--- config.mk ---
export PLATFORM = sky130hd
export DESIGN_NAME = id_exe_stage_reg
export DESIGN_NICKNAME = d
export VERILOG_FILES = /design/src/rtl/id_exe_stage_reg.sv
export SDC_FILE = /design/constraint.sdc
export NUM_CORES = 1
export LEC_CHECK = 0
export BUFFER_PORTS_ARGS = -buffer_cell sky130_fd_sc_hd__buf_2
export CORE_AREA = 4 4 125 127
export CTS_CLUSTER_DIAMETER = 120
export DETAILED_ROUTE_END_ITERATION = 12
export DIE_AREA = 0 0 129 131
export PLACE_DENSITY = 0.72
export REMOVE_ABC_BUFFERS = 1
export SYNTH_ARGS = -nofsm -noshare
export SYNTH_HDL_FRONTEND = slang
export SYNTH_SLANG_ARGS = --single-unit
--- constraint.sdc ---
create_clock -name clk -period 3.2 [get_ports clk]
set_input_delay 0.32 -clock clk [delete_from_list [all_inputs] [get_ports clk]]
set_output_delay 0.32 -clock clk [all_outputs]
set_load 0.02 [all_outputs]
--- src/rtl/id_exe_stage_reg.sv ---
// ID/EXE pipeline register with load-use hazard detection; one cycle from ID to EXE outputs.
// Backpressure: freeze holds everything, hazard_stall (combinational) holds PC and IF/ID for one cycle.
module id_exe_stage_reg #(
  parameter int DATA_W = 32,
  parameter int REG_W  = 5,
  parameter int CNT_W  = 16
) (
  input  logic              clk,
  input  logic              rst,
  input  logic              freeze,
  input  logic              flush,
  input  logic              id_valid,
  input  logic [DATA_W-1:0] id_pc,
  input  logic [DATA_W-1:0] id_val1,
  input  logic [DATA_W-1:0] id_val2,
  input  logic [DATA_W-1:0] id_st_val,
  input  logic [REG_W-1:0]  id_src1,
  input  logic [REG_W-1:0]  id_src2,
  input  logic [REG_W-1:0]  id_dest,
  input  logic              id_src2_used,
  input  logic              id_wb_en,
  input  logic              id_mem_r_en,
  input  logic              id_mem_w_en,
  input  logic              id_is_imm,
  input  logic [3:0]        id_exe_cmd,
  input  logic [1:0]        id_br_type,
  output logic              exe_valid,
  output logic [DATA_W-1:0] exe_pc,
  output logic [DATA_W-1:0] exe_val1,
  output logic [DATA_W-1:0] exe_val2,
  output logic [DATA_W-1:0] exe_st_val,
  output logic [REG_W-1:0]  exe_src1,
  output logic [REG_W-1:0]  exe_src2,
  output logic [REG_W-1:0]  exe_dest,
  output logic              exe_wb_en,
  output logic              exe_mem_r_en,
  output logic              exe_mem_w_en,
  output logic              exe_is_imm,
  output logic [3:0]        exe_exe_cmd,
  output logic [1:0]        exe_br_type,
  output logic              hazard_stall,
  output logic [CNT_W-1:0]  bubble_count
);

  logic luh;
  logic src_match;
  logic ctl_keep;

  // Register 0 is hardwired, so a load targeting it can never create a dependency.
  always_comb begin
    src_match = (id_src1 == exe_dest) | (id_src2_used & (id_src2 == exe_dest));
    luh       = exe_valid & exe_mem_r_en & (exe_dest != '0) & id_valid & src_match;
  end

  assign hazard_stall = luh & ~flush & ~freeze;
  assign ctl_keep     = id_valid;

  always_ff @(posedge clk) begin
    if (!rst) begin
      exe_valid    <= 1'b0;
      exe_pc       <= '0;
      exe_val1     <= '0;
      exe_val2     <= '0;
      exe_st_val   <= '0;
      exe_src1     <= '0;
      exe_src2     <= '0;
      exe_dest     <= '0;
      exe_wb_en    <= 1'b0;
      exe_mem_r_en <= 1'b0;
      exe_mem_w_en <= 1'b0;
      exe_is_imm   <= 1'b0;
      exe_exe_cmd  <= '0;
      exe_br_type  <= '0;
      bubble_count <= '0;
    end else if (!freeze) begin
      if (flush | luh) begin
        exe_valid    <= 1'b0;
        exe_pc       <= '0;
        exe_val1     <= '0;
        exe_val2     <= '0;
        exe_st_val   <= '0;
        exe_src1     <= '0;
        exe_src2     <= '0;
        exe_dest     <= '0;
        exe_wb_en    <= 1'b0;
        exe_mem_r_en <= 1'b0;
        exe_mem_w_en <= 1'b0;
        exe_is_imm   <= 1'b0;
        exe_exe_cmd  <= '0;
        exe_br_type  <= '0;
        // Only load-use bubbles are counted; a flush discards the ID instruction outright.
        if (!flush && (bubble_count != {CNT_W{1'b1}}))
          bubble_count <= bubble_count + 1'b1;
      end else begin
        exe_valid    <= id_valid;
        exe_pc       <= id_pc;
        exe_val1     <= id_val1;
        exe_val2     <= id_val2;
        exe_st_val   <= id_st_val;
        exe_src1     <= id_src1;
        exe_src2     <= id_src2;
        exe_dest     <= id_dest;
        exe_wb_en    <= id_wb_en & ctl_keep;
        exe_mem_r_en <= id_mem_r_en & ctl_keep;
        exe_mem_w_en <= id_mem_w_en & ctl_keep;
        exe_is_imm   <= id_is_imm & ctl_keep;
        exe_exe_cmd  <= ctl_keep ? id_exe_cmd : 4'd0;
        exe_br_type  <= ctl_keep ? id_br_type : 2'd0;
      end
    end
  end

endmodule

# == Word level (Yosys, flattened, before mapping) ==
# Index checks and enable logic that the tools add are counted.
# Widths: inputs -> output; s select.
# op_classes
addsub,1
multipliers,0
div,0
magnitude_cmp,0
eq_ne,3
shifts,0
n_mux,16
bitwise,15
reduce_logical,4
# ops
cell,count
$mux 32,4
$add 16x1->16 const B,1
$ne 16x16->1 const B,1
$mux 5,3
$and 1x1->1,11
$eq 5x5->1,2
$mux 4,2
$mux 1,5
$reduce_bool 5->1,1
$mux 2,2
$reduce_and 3->1,1
$not 1->1,2
$or 1x1->1,2
$logic_and 1x1->1,1
$logic_not 1->1,1
# totals
register_bits,170
latchBits,0
mem_bits_rw,0
rom_bits,0
inputBits,159
word_cells,54
mem_count,0

# == Logic depth before layout (Yosys ltp) ==
# Gate-level depths: netlist (run 1).
# logic_depth
word_depth,6
depth_mapped,7

# == Worst setup path before layout (run 1) ==
# OpenSTA, ideal clock, no wires.
# synth_timing
path_kind,flip-flop to flip-flop
from,reg exe_dest[0]
to,reg exe_st_val[18]
arrival_ps,2199
t_required_ps,3140
slack_ps,941
stages_incl_launch_ff,8
cell_sequence,dfxtp_1 or4_1 nor2_1 nor2_1 a2111oi_4 buf_2 buf_2 a22o_1
# synth_between
elab_chain_len,6
# synth_rtl
item,line,source
"start, declared",34,"output logic [REG_W-1:0] exe_dest,"
"start signal, assigned",102,exe_dest <= id_dest;
$eq 5x5->1 or $reduce_bool 5->1 (tied branches),"51, 52",
"$and 1x1->1, on equally long branches","51, 52",
$or 1x1->1 or $and 1x1->1 (tied branches),"51, 52",
$and 1x1->1 (*),52,luh = exe_valid & exe_mem_r_en & (exe_dest != '0) & id_valid & src_match;
$or 1x1->1 (*),76,if (flush | luh) begin
$mux 32 (*),76,
"end signal, assigned",99,exe_st_val <= id_st_val;
"end, declared",31,"output logic [DATA_W-1:0] exe_st_val,"
# Every way passes the cells marked *; elsewhere a longest branch is shown, timed or not.
# A chain may end at the register's enable or synchronous reset.

# == Worst setup path after layout (run 1) ==
# layout_timing
from,reg exe_dest[0]
to,out hazard_stall
# layout_between
elab_chain_len,6
# layout_rtl
item,line,source
$eq 5x5->1 or $reduce_bool 5->1 (tied branches),"51, 52",
"$and 1x1->1, on equally long branches","51, 52",
$or 1x1->1 or $and 1x1->1 (tied branches),"51, 52",
$and 1x1->1 (*),52,
$and 1x1->1 (*) (2 in a row),55,assign hazard_stall = luh & ~flush & ~freeze;
"end, declared",41,"output logic hazard_stall,"
# Marks and branches as above.

==> results of run 1 <==
==> kinds of logic (layout without fill, tap and decap cells) <==
kind of cell | count (synthesis) | after routing | share of synthesized area, %
flops | 170 | 170 | 60.5
fa+ha+maj | 1 | 1 | 0.222
other cells | 0 | 4 | 0
compound gates | 184 | 184 | 27.9
mux | 4 | 4 | 0.712
xor+xnor | 10 | 10 | 1.56
buf+inv | 41 | 369 | 2.89
simple gates | 60 | 60 | 6.25
==> final timing paths <==
kind / cells after the start / from / slack, ns / to
worst max register to register: 6 / exe_dest[0] / 0.91 / exe_val1[13]
worst max-delay path: 4 / exe_dest[0] / 0.83 / hazard_stall
worst min register to register: 1 / exe_br_type[0] / 0.46 / exe_br_type[0]
worst min-delay path: 2 / id_pc[5] / 0.12 / exe_pc[5]
==> worst reg2reg max path: cells and delay by family (launching register included) <==
family	cells	cell delay, ns
AO/OA/AOI/OAI	2	0.78
AND/OR/NAND/NOR	3	0.76
flip-flops	1	0.35
buffers and inverters	1	0.35
==> layout make-up <==
| cell class | count | area (µm²) |
|---|---|---|
| well taps | 184 | 230 |
| inverters | 2 | 7.51 |
| flip-flops and latches | 170 | 3400 |
| diodes | 4 | 10.0 |
| multi-input cells | 259 | 2060 |
| fillers | 1274 | 6390 |
| clock inverters | 14 | 154 |
| clock buffers | 18 | 439 |
| repair buffers | 335 | 1730 |
==> cells in the mapped netlist <==
cell type,instances,area (µm²)
nor4bb_1,1,10.0
nor3b_1,1,7.51
and4_1,4,35.0
xnor2_1,10,87.6
or3_1,5,31.3
nand2_1,10,37.5
inv_1,2,7.51
nand4_1,6,37.5
mux2i_1,4,40.0
buf_2,7,35.0
a21oi_1,11,55.1
a22o_1,144,1260
o21bai_1,1,7.51
and3_1,3,18.8
o22ai_1,1,6.26
a32o_1,10,100
o211ai_1,2,15.0
or4_1,6,45.0
clkbuf_1,32,120
nand3_1,11,55.1
nand2b_1,4,25.0
o211a_1,1,10.0
nor2_1,4,15.0
o311a_1,1,10.0
and2_1,2,12.5
ha_1,1,12.5
a2111oi_4,1,27.5
nor4_1,2,12.5
o22a_1,1,8.76
dfxtp_1,170,3400
nor4b_1,1,8.76
o31ai_1,5,37.5
o21ai_0,6,30.0
==> flip-flops by register name, summed over array words and instances, names as in the netlist, 2 cells and up <==
register	flops
exe_st_val	32
exe_pc	32
exe_exe_cmd	4
exe_val2	32
exe_dest	5
exe_src2	5
exe_src1	5
exe_val1	32
bubble_count	16
exe_br_type	2
==> power breakdown <==
| part | total [mW] | switching, mW | internal [mW] |
|---|---|---|---|
| registers | 2.23 | 0.0422 | 2.19 |
| logic | 0.443 | 0.250 | 0.193 |
| clock network | 2.04 | 0.911 | 1.13 |
==> per-layer routing <==
metal  share of wire, %  track usage, %
met1                 40            25.1
met2                 50            33.3
met3                8.1            8.29
met4                1.5            6.30
met5                  0               0
==> results, run 1 <==
- The run finished with clean final reports.
- The HPWL reported at the end of detailed placement is 13400 µm.
- After clock tree synthesis, the setup repair step added 0 buffers.
- The clock-pin slew reported for the worst setup and hold paths after clock tree synthesis is 0.07 ns.
- Clock latency on the worst-skew pair, taken at its later pin, is 0.41 ns.
- The placer congestion estimate is 0.797.
- The family with the most delay on the worst path is simple AND/OR/NAND/NOR gates.
- The pre-CTS setup slack is 0.930 ns.
- The initial utilization of the core area, before any placement, comes to 39.0%.
- The final count of hold timing violations is 0.
- The CTS tree is built.
- The routed design has 18200 µm of wire.
- The sequential cell area fraction in the yosys report is 60.5%.
- In the layout the commonest cells are 329 x buf_2, 170 x dfxtp_1, 144 x a22o_1.
- The number of global-route vias before repair is 4895.
- The number of nets in the finished design is 945.
- The type of the worst min-delay path is in -> reg.
- The number of pins with negative max-slew slack in the final report came to 0.
- The non-filler instance count after layout is 986.
- STA puts the critical path data required time at 2.88 ns.
- The number of buffers created by CTS is 17.
- The fraction of final layout cells with drive strength greater than 1 is 46.2%.
- Setup repair after global routing left no endpoint under its margin.
- Walking the worst path, the cells encountered are or4_1 -> o211a_1 -> and2_1 -> buf_2.
- The Yosys step of the flow raised 0 warnings.
- The minimum clock period is 2.37 ns.
- In this run the clock root is driven by a clkbuf_16.
- The count of endpoints failing setup in the final report is 0.
- The total overflow left after global routing is 0.
- The number of antenna-violating nets in the routed design is 0.
- At the pin with the least slew margin, the transition time is 0.777 ns.
- Post-CTS repair changed the size of 0 cells.
- The final cell area excluding filler cells is 8040 µm².
- The number of max-cap violations is 0.
- The number of placed instances, taps included, is 950.
- The arrival time of data at the critical path endpoint is 2.05 ns.
- The clock arrives with 0.0114 ns of skew.
- The placed instance area is 7430 µm².
- In this run the core area contains 44 standard-cell rows.
- The first TritonRoute pass finished after 4 iterations.
- Measured along the y axis, the die boundary spans 131 µm.
- In this run the cell area of the synthesized design comes to 5630 µm².
- STA classifies the critical path endpoint as an output port.
- The slowest stage of the critical path is the or4_1 cell.
- The count of cell types in the netlist is 33.
- The number of placed I/O pins is 330.
- The core region is 14400 µm².
- The number of antenna violations at the first check in global routing is 4.
- Cells fill 55.7% of the core in the end.
- The buffer and inverter count on the worst path is 1.
- The die covers 16900 µm².
- The maximum number of pins on one net before global-route repair is 78.
- Of all nets on the critical path, the largest fanout is 11.
- On the worst path, the slowest cell contributes a delay of 0.56 ns.
- Counting flops and latches in the post-synthesis netlist gives 170.
- The routed length per instance is 18.5 µm.
- The number of sinks on the clock net is 170.
- Across the VDD grid, the largest voltage drop is 0.000319 V.
- The number of remaining DRC errors is 0.
- The design draws 4.71 mW.
- The class of the most critical setup path is reg -> out.
- The worst hold slack is 0.118 ns.
- The worst pin sits at a relative slew slack of 48.2%.
- The number of buffers added on ports is 329.
- The cell leakage power is 3.90 nW.
- The synthesized area per cell is 12.0 µm².
- In this run the horizontal extent of the chip is 129 µm.
- The final worst-path cycle share is 73.9%.
- Using the TritonRoute via totals, the vias-per-cell ratio works out to 5.19.
- Across all layers, the routed design uses 5119 vias.
- Dividing total power by cell area gives a power density of 586 nW/µm².
- Relative to the synthesized area, the layout overhead comes to 42.8%.
- The highest attainable clock frequency is 0.423 GHz.
- In this run the number of H-tree levels came out at 4.
- The startpoint type of the worst setup path is a flip-flop.
- The total global routing track utilization is 20.5%.
- After the first detailed-routing iteration, the DRC count stood at 355.
- The buffer levels on the longest clock path is 2.
- Leaving out fill and tap cells, the most frequent cell in the layout is buf_2.
- The post-layout worst setup margin is 0.835 ns.
- The first global-routing pass estimated 27100 µm of wire.
- In the final timing run, aggregate negative setup slack is 0 ns.
- The number of hold buffers added after CTS was 0.
- Synthesis handed over a netlist of 470 instances.
Note: power is estimated with default switching activity, not from simulation.
==> run 2: changes to the inputs <==
--- a/config.mk
+++ b/config.mk
@@ -6,11 +6,11 @@
 export NUM_CORES = 1
 export LEC_CHECK = 0
 export BUFFER_PORTS_ARGS = -buffer_cell sky130_fd_sc_hd__buf_2
-export CORE_AREA = 4 4 125 127
+export CORE_MARGIN = 4
+export CORE_UTILIZATION = 39
 export CTS_CLUSTER_DIAMETER = 120
 export DETAILED_ROUTE_END_ITERATION = 12
-export DIE_AREA = 0 0 129 131
-export PLACE_DENSITY = 0.72
+export PLACE_DENSITY = 0.76
 export REMOVE_ABC_BUFFERS = 1
 export SYNTH_ARGS = -nofsm -noshare
 export SYNTH_HDL_FRONTEND = slang
==> constraint.sdc (replaced) <==
create_clock -name clk -period 1.9 [get_ports clk]
set_input_delay 0.19 -clock clk [delete_from_list [all_inputs] [get_ports clk]]
set_output_delay 0.19 -clock clk [all_outputs]
set_load 0.02 [all_outputs]
==> run 2 against run 1 <==
The run now ends with negative setup slack left. Wire length is 26% higher. Power is 75% higher. Sequential power up 69%. Register-to-register slack lost 1.1 ns. Largest cell class is now non-clock buffers.
==> results, run 2 (synthesis results as in run 1) <==
- The most common cell after layout, fill and taps aside is buf_2.
- The wire length reported by the detailed router is 23000 µm (+26%).
- The first-pass iteration count of the detailed router is 5 (+1).
- The run finished, with violations left.
- The number of buffers added on ports came to 329 (unchanged).
- The data required time of the critical path is 1.71 ns (-1.17 ns).
- The maximum net fanout on the critical path is 2 (-9).
- The placer congestion estimate was 0.866 (+8.6%).
- The total global routing track utilization is 26.6% (+6.1 points).
- The placeable core region was 14000 µm² (-3.0%).
- The number of antenna-violating nets in the routed design is 0 (unchanged).
- The share of total power consumed by net switching is 24.7% (-0.82 points).
- For hold timing, the worst endpoint is exe_val1[9].
- The internal portion of total power is 6.21 mW (+77%).
- The critical register-to-register path startpoint is exe_dest[1].
- The worst setup path is launched from a flip-flop.
- The tree is rooted in a clkbuf_16.
- The library cells used most frequently in the layout, excluding fill and tap cells, are 328 x buf_2, 168 x dfxtp_1, 144 x a22o_1.
- The worst hold path cell count is 2 (unchanged).
- The number of antenna violations at the first check in global routing is 1 (-3).
- The number of sinks on the clock net is 170 (unchanged).
- The number of buffers created by CTS is 17 (unchanged).
- The worst hold slack was 0.0155 ns (-0.102 ns).
- The clock network latency to the later pin of the worst-skew pair was 0.42 ns (about the same).
- Setup repair after global routing could not meet its margin everywhere.
- The arrival time of data at the critical path endpoint is 1.91 ns (-0.14 ns).
- The worst-margin pin slew is 0.469 ns (-0.308 ns).
- The total net switching power is 2.04 mW (+69%).
- The area enclosed by the die boundary is 16400 µm² (-2.9%).
- The total power divided by cell area is 825 nW/µm² (+41%).
- The fraction of final layout cells with drive strength greater than 1 is 45.1% (-1.2 points).
- TritonCTS built the clock tree.
- The sequential power share came to 45.7% (-1.7 points).
- The number of placed I/O pins is 330 (unchanged).
- The critical path is of the reg -> out type.
- The total vias in the final route is 6216 (+21%).
- The width of the chip is 128 µm (-0.69%).
- The worst path in the final design needs a cycle of 2.10 ns, including I/O delays and setup.
- The number of max-cap violations is 0 (unchanged).
- The number of placement rows was 43 (-2.3%).
- The HPWL reported at the end of detailed placement is 13200 µm (-1.2%).
- The worst-case reg-to-reg path depth was 7 (+1).
- The combinational group share of total power is 13.5% (+4.1 points).
- The launch point of the worst hold path is id_val1[9].
- The depth of the CTS H-tree was 4 (unchanged).
- The routed length per instance is 19.9 µm (+7.3%).
- The number of global-route vias before repair was 6388 (+31%).
- The proportion of power drawn by the clock network is 40.9% (-2.3 points).
- The highest attainable clock frequency is 0.477 GHz.
- The number of remaining DRC errors was 0 (unchanged).
- The violation count after the first detailed-route iteration is 492 (+39%).
- The remaining max-slew budget at the tightest pin is 68.6% (+20 points).
- The end of the worst register-to-register path is exe_val1[10].
- The highest ir drop seen on vdd is 0.000593 V (+86%).
- The tightest min-delay check is of the in -> reg type.
- The count of endpoints failing setup in the final report is 155 (+155).
- The pre-CTS setup slack is -0.126 ns (-1.06 ns).
- The clock-pin slew reported for the worst setup and hold paths after clock tree synthesis is 0.06 ns (about the same).
- The final worst-path cycle share is 110%.
- The first-pass GRT wire length was 34200 µm (+26%).
- The buffer levels on the longest clock path is 2 (unchanged).
- The core occupancy in the finished layout is 71.5% (+16 points).
- The maximum number of pins on one net before global-route repair is 76 (-2.6%).
- STA classifies the critical path endpoint as an output port.
- The number of nets in the finished design is 1122 (+19%).
- The setup slack on the worst flop-to-flop path is -0.17 ns (-1.08 ns).
- The number of pins with negative max-slew slack in the final report was 0 (unchanged).
- The checks that failed: negative setup slack.
- The final global-route overflow total was 0 (unchanged).
- The post-layout worst setup margin came to -0.198 ns (-1.03 ns).
- The die span in y is 128 µm (-2.2%).
- The worst clock skew was 0.0107 ns (-0.000763 ns).
- The ratio of routed vias to standard cells is 5.37 (+3.5%).
- The final count of hold timing violations is 0 (unchanged).
- The cell leakage power is 4.77 nW (+22%).
- The initial core utilization is 40.2% (+1.2 points).
- The area growth from synthesis to layout is 77.7%.
## run 2: worst max path at each step
stage                startpoint             end  slack (ns)  cells past startpoint
floorplan           exe_dest[0]     exe_dest[0]       -3.62                      5
global placement    exe_dest[0]  exe_st_val[18]        -0.1                      7
detailed placement  exe_dest[0]     exe_val1[5]       -0.13                      7
CTS                 exe_dest[1]    hazard_stall       -0.21                      5
global route        exe_dest[1]     exe_dest[2]       -0.26                      7
finish              exe_dest[1]    hazard_stall       -0.20                      5
## run 2: routing by layer
metal | wire (µm) | GRT usage [%] | vias up
met5 | 0 | 0 | -
met4 | 907 | 13.0 | 0
met3 | 1870 | 7.75 | 73
met2 | 12000 | 46.2 | 340
met1 | 8230 | 29.7 | 2981
li1 | - | - | 2822
## run 2: layout make-up
class / count / area, µm²
Multi-Input combinational cell: 259 / 2180
Sequential cell: 170 / 3410
Clock inverter: 9 / 88.8
Antenna cell: 3 / 7.51
Inverter: 2 / 7.51
Timing Repair Buffer: 512 / 3600
Clock buffer: 22 / 484
Fill cell: 908 / 3990
Tap cell: 180 / 225
## run 2: repair_timing
action                                 4_1_cts  5_1_grt
hold buffers                               128        0
setup endpoints to repair                  153      168
cloned                                       5        2
resized for setup                           22       22
endpoints found under the hold margin      128        0
pin swaps                                    3       25
buffers inserted                            10        4
## run 2: metrics by stage
step	TNS, ns	std cells	instance area [µm²]	power (mW)
6_report	-16.73	1157	10000	8.25
4_1_cts	-23.47	1152	9890	8.22
3_5_place_dp	-15.07	978	7720	4.62
3_3_place_gp	-11.76	978	7720	4.61
5_1_grt	-31.94	1155	10000	8.51
2_1_floorplan	-557.78	431	5470	4.20
## run 2: power groups by stage
stage               clock network, mW  registers (mW)  logic, mW
floorplan                           0            3.99      0.217
global placement                    0            3.83      0.780
detailed placement                  0            3.83      0.792
CTS                              3.40            3.76       1.06
global route                     3.56            3.78       1.17
finish                           3.37            3.77       1.11
## run 2: critical path, stage by stage, from the launching register on
cell and delay [ns]:
dfxtp_2 0.32, or4_4 0.56, o211a_4 0.26, buf_6 0.11, and2_4 0.12, buf_6 0.12
==> run 3: changes to the inputs <==
==> constraint.sdc (replaced) <==
create_clock -name clk -period 1.8 [get_ports clk]
set_input_delay 0.18 -clock clk [delete_from_list [all_inputs] [get_ports clk]]
set_output_delay 0.18 -clock clk [all_outputs]
set_load 0.02 [all_outputs]
==> run 3 against run 2 <==
The run still ends with negative setup slack left. Final area is 9.4% higher. Worst setup slack worse by 0.23 ns. Sequential power is 5.6% higher. Non-clock buffer count is 51 higher. Via count is 6.3% higher. Utilization is 6.7 points higher. Clock skew is 0.00072 ns higher. Flip-flop and latch count stayed put. Combinational power is 21% higher. Sequential share of layout area is 2.9 points lower.
==> results, run 3 (synthesis results as in run 1) <==
- The run finished, with violations left.
- The final reports fail on negative setup slack.
- The core occupancy in the finished layout was 78.2% (+6.7 points).
- The cell leakage power is 5.24 nW (+9.8%).
- Timing would allow up to 0.450 GHz.
- TritonCTS built the clock tree.
- The number of pins with negative max-slew slack in the final report came to 0 (unchanged).
- The ratio of routed vias to standard cells is 5.46 (+1.6%).
- The data required time of the critical path is 2.14 ns (+0.43 ns).
- The routed length per instance is 21.4 µm (+7.5%).
- The buffer levels on the longest clock path is 2 (unchanged).
- The placer congestion estimate is 0.880 (+1.7%).
- The placed instance area is 7790 µm² (+0.91%).
- The number of sinks on the clock net is 170 (unchanged).
- The number of nets in the finished design is 1173 (+4.5%).
- The count of endpoints failing setup in the final report is 170 (+9.7%).
- The number of antenna violations at the first check in global routing is 4 (+3).
- The final worst-path cycle share is 124%.
- The capture point of the worst path is exe_dest[0].
- The largest incremental delay on the critical path was 0.55 ns (about the same).
- Leaving out fill and tap cells, the most frequent cells in the layout are 328 x buf_2, 166 x dfxtp_1, 144 x a22o_1.
- The final total negative setup slack came to -55.25 ns (-38.52 ns).
- The first-pass iteration count of the detailed router was 5 (unchanged).
- The non-filler instance count after layout is 1210 (+4.6%).
- The number of buffers added on ports came to 329 (unchanged).
- The worst register-to-register path begins at exe_dest[0].
- The worst-margin pin slew is 0.330 ns (-0.139 ns).
- The number of global-route vias before repair is 6812 (+6.6%).
- The HPWL reported at the end of detailed placement is 13500 µm (+2.2%).
- The clock-pin slew reported for the worst setup and hold paths after clock tree synthesis came to 0.06 ns (about the same).
- STA classifies the critical path startpoint as a flip-flop.
- The critical path in this run is classified as reg -> reg.
- The number of placement rows is 43 (unchanged).
- The total global routing track utilization was 29.1% (+2.5 points).
- The final global-route overflow total is 0 (unchanged).
- The highest ir drop seen on vdd is 0.000631 V (+6.3%).
- The final cell area excluding filler cells is 10900 µm² (+9.4%).
- The post-layout worst setup margin is -0.423 ns (-0.226 ns).
- The violation count after the first detailed-route iteration is 544 (+11%).
- The most common cell after layout, fill and taps aside is buf_2.
- The number of buffers created by CTS is 17 (unchanged).
- The worst-case reg-to-reg path depth is 9 (+2).
- The number of antenna-violating nets in the routed design is 0 (unchanged).
- The end of the worst register-to-register path is exe_dest[0].
- The first-pass GRT wire length was 37200 µm (+8.8%).
- Walking the worst path, the cells encountered are or4_4 -> nor2_4 -> nor2_2 -> a2111oi_4 -> buf_4 -> buf_12 -> buf_4 -> buf_8 -> a22o_1.
- The worst hold path cell count came to 2 (unchanged).
- The initial core utilization is 40.2% (unchanged).
- In this run the clock root is driven by a clkbuf_16.
- The pre-CTS setup slack is -0.257 ns (-0.130 ns).
- In this run the most critical hold path is launched from id_br_type[1].
- In this run the worst hold path is classified as in -> reg.
- The wire length reported by the detailed router is 25800 µm (+12%).
- The setup slack on the worst flop-to-flop path is -0.42 ns (-0.25 ns).
- From synthesis to final layout, the design area changed by 94.4%.
- The most used cell along the critical path is buf_4.
- The remaining max-slew budget at the tightest pin is 78.0% (+9.4 points).
- The worst path in the final design needs a cycle of 2.22 ns, including I/O delays and setup.
- The slowest stage of the critical path is the or4_4 cell.
- The final count of hold timing violations is 0 (unchanged).
- Setup repair after global routing could not meet its margin everywhere.
- The count of placed standard cells including taps is 989 (+1.1%).
- The total vias in the final route was 6608 (+6.3%).
- The maximum number of pins on one net before global-route repair is 74 (-2.6%).
- The worst clock skew is 0.0114 ns (+0.000716 ns).
- The critical path starts at exe_dest[0].
- The arrival time of data at the critical path endpoint is 2.56 ns (+0.65 ns).
- The number of max-cap violations is 0 (unchanged).
- The area enclosed by the die boundary is 16400 µm² (unchanged).
- The placeable core region was 14000 µm² (unchanged).
- The number of remaining DRC errors is 0 (unchanged).
- The total power divided by cell area is 826 nW/µm² (+0.15%).
- The fraction of final layout cells with drive strength greater than 1 came to 48.1% (+3.0 points).
- The die span in y is 128 µm (unchanged).
- The number of placed I/O pins is 330 (unchanged).
- The depth of the CTS H-tree came to 4 (unchanged).
- The sort of element at the end of the critical path is a flip-flop.
- The maximum net fanout on the critical path came to 6 (+4).
- The clock network latency to the later pin of the worst-skew pair came to 0.42 ns (about the same).
- The width of the chip was 128 µm (unchanged).
run 3: changes by cell type in the layout (fill, tap and decap cells not counted), sizes merged:
| cell | previous run | this run |
|---|---|---|
| buf | 382 | 419 |
| inv | 4 | 2 |
| clkinvlp | 3 | 2 |
| bufinv | 1 | 3 |
| clkinv | 3 | 2 |
| dlygate4sd3 | 128 | 141 |
| bufbuf | 0 | 1 |
| diode | 3 | 7 |
run 3: how the worst min path moves through the flow:
| stage | end | slack (ns) |
|---|---|---|
| after detailed placement | exe_val1[26] | 0.40 |
| after global placement | exe_val1[24] | 0.39 |
| after CTS | exe_val1[31] | 0.002 |
| after floorplan | bubble_count[12] | 0.31 |
| final | exe_br_type[1] | 0.01 |
| after global routing | exe_val1[31] | 0.004 |
run 3: power by group:
| part | internal [mW] | switching [mW] |
|---|---|---|
| logic | 0.723 | 0.614 |
| clock network | 2.24 | 1.48 |
| registers | 3.90 | 0.0837 |
run 3: routing by layer:
metal	wire, µm	part of all wire, %	GRT usage [%]	up-vias
met1	9440	37	33.1	3192
met3	1930	7.5	6.63	81
met5	0	0	0	-
met4	1030	4.0	14.0	0
met2	13400	52	51.4	411
li1	-	-	-	2924
run 3: stage by stage:
stage	hold WS [ns]	power (mW)
floorplan	0.311	4.44
global placement	0.395	4.87
detailed placement	0.400	4.89
CTS	0.00159	8.91
global route	0.00355	9.30
finish	0.0100	9.04
run 3: what timing repair did:
action                                  in CTS  in global routing
pin swaps                                  102                 64
buffers inserted                            15                 14
endpoints found under the setup margin     166                171
cloned                                      16                  2
hold buffers                               141                  0
gates resized for setup                     62                 57
endpoints found under the hold margin      141                  0
run 3: critical path: cells and delay by family (launching register included):
kind / cells / cell delay (ns)
AO/OA/AOI/OAI: 2 / 0.54
buffers and inverters: 4 / 0.56
flip-flops: 1 / 0.33
AND/OR/NAND/NOR: 3 / 0.72
run 3: final cells by class:
type / instances / area (µm²)
fillers: 741 / 3050
clock inverters: 7 / 119
inverters: 2 / 7.51
repair buffers: 563 / 4370
clock buffers: 22 / 464
diodes: 7 / 17.5
well taps: 180 / 225
flip-flops and latches: 170 / 3410
multi-input cells: 259 / 2330
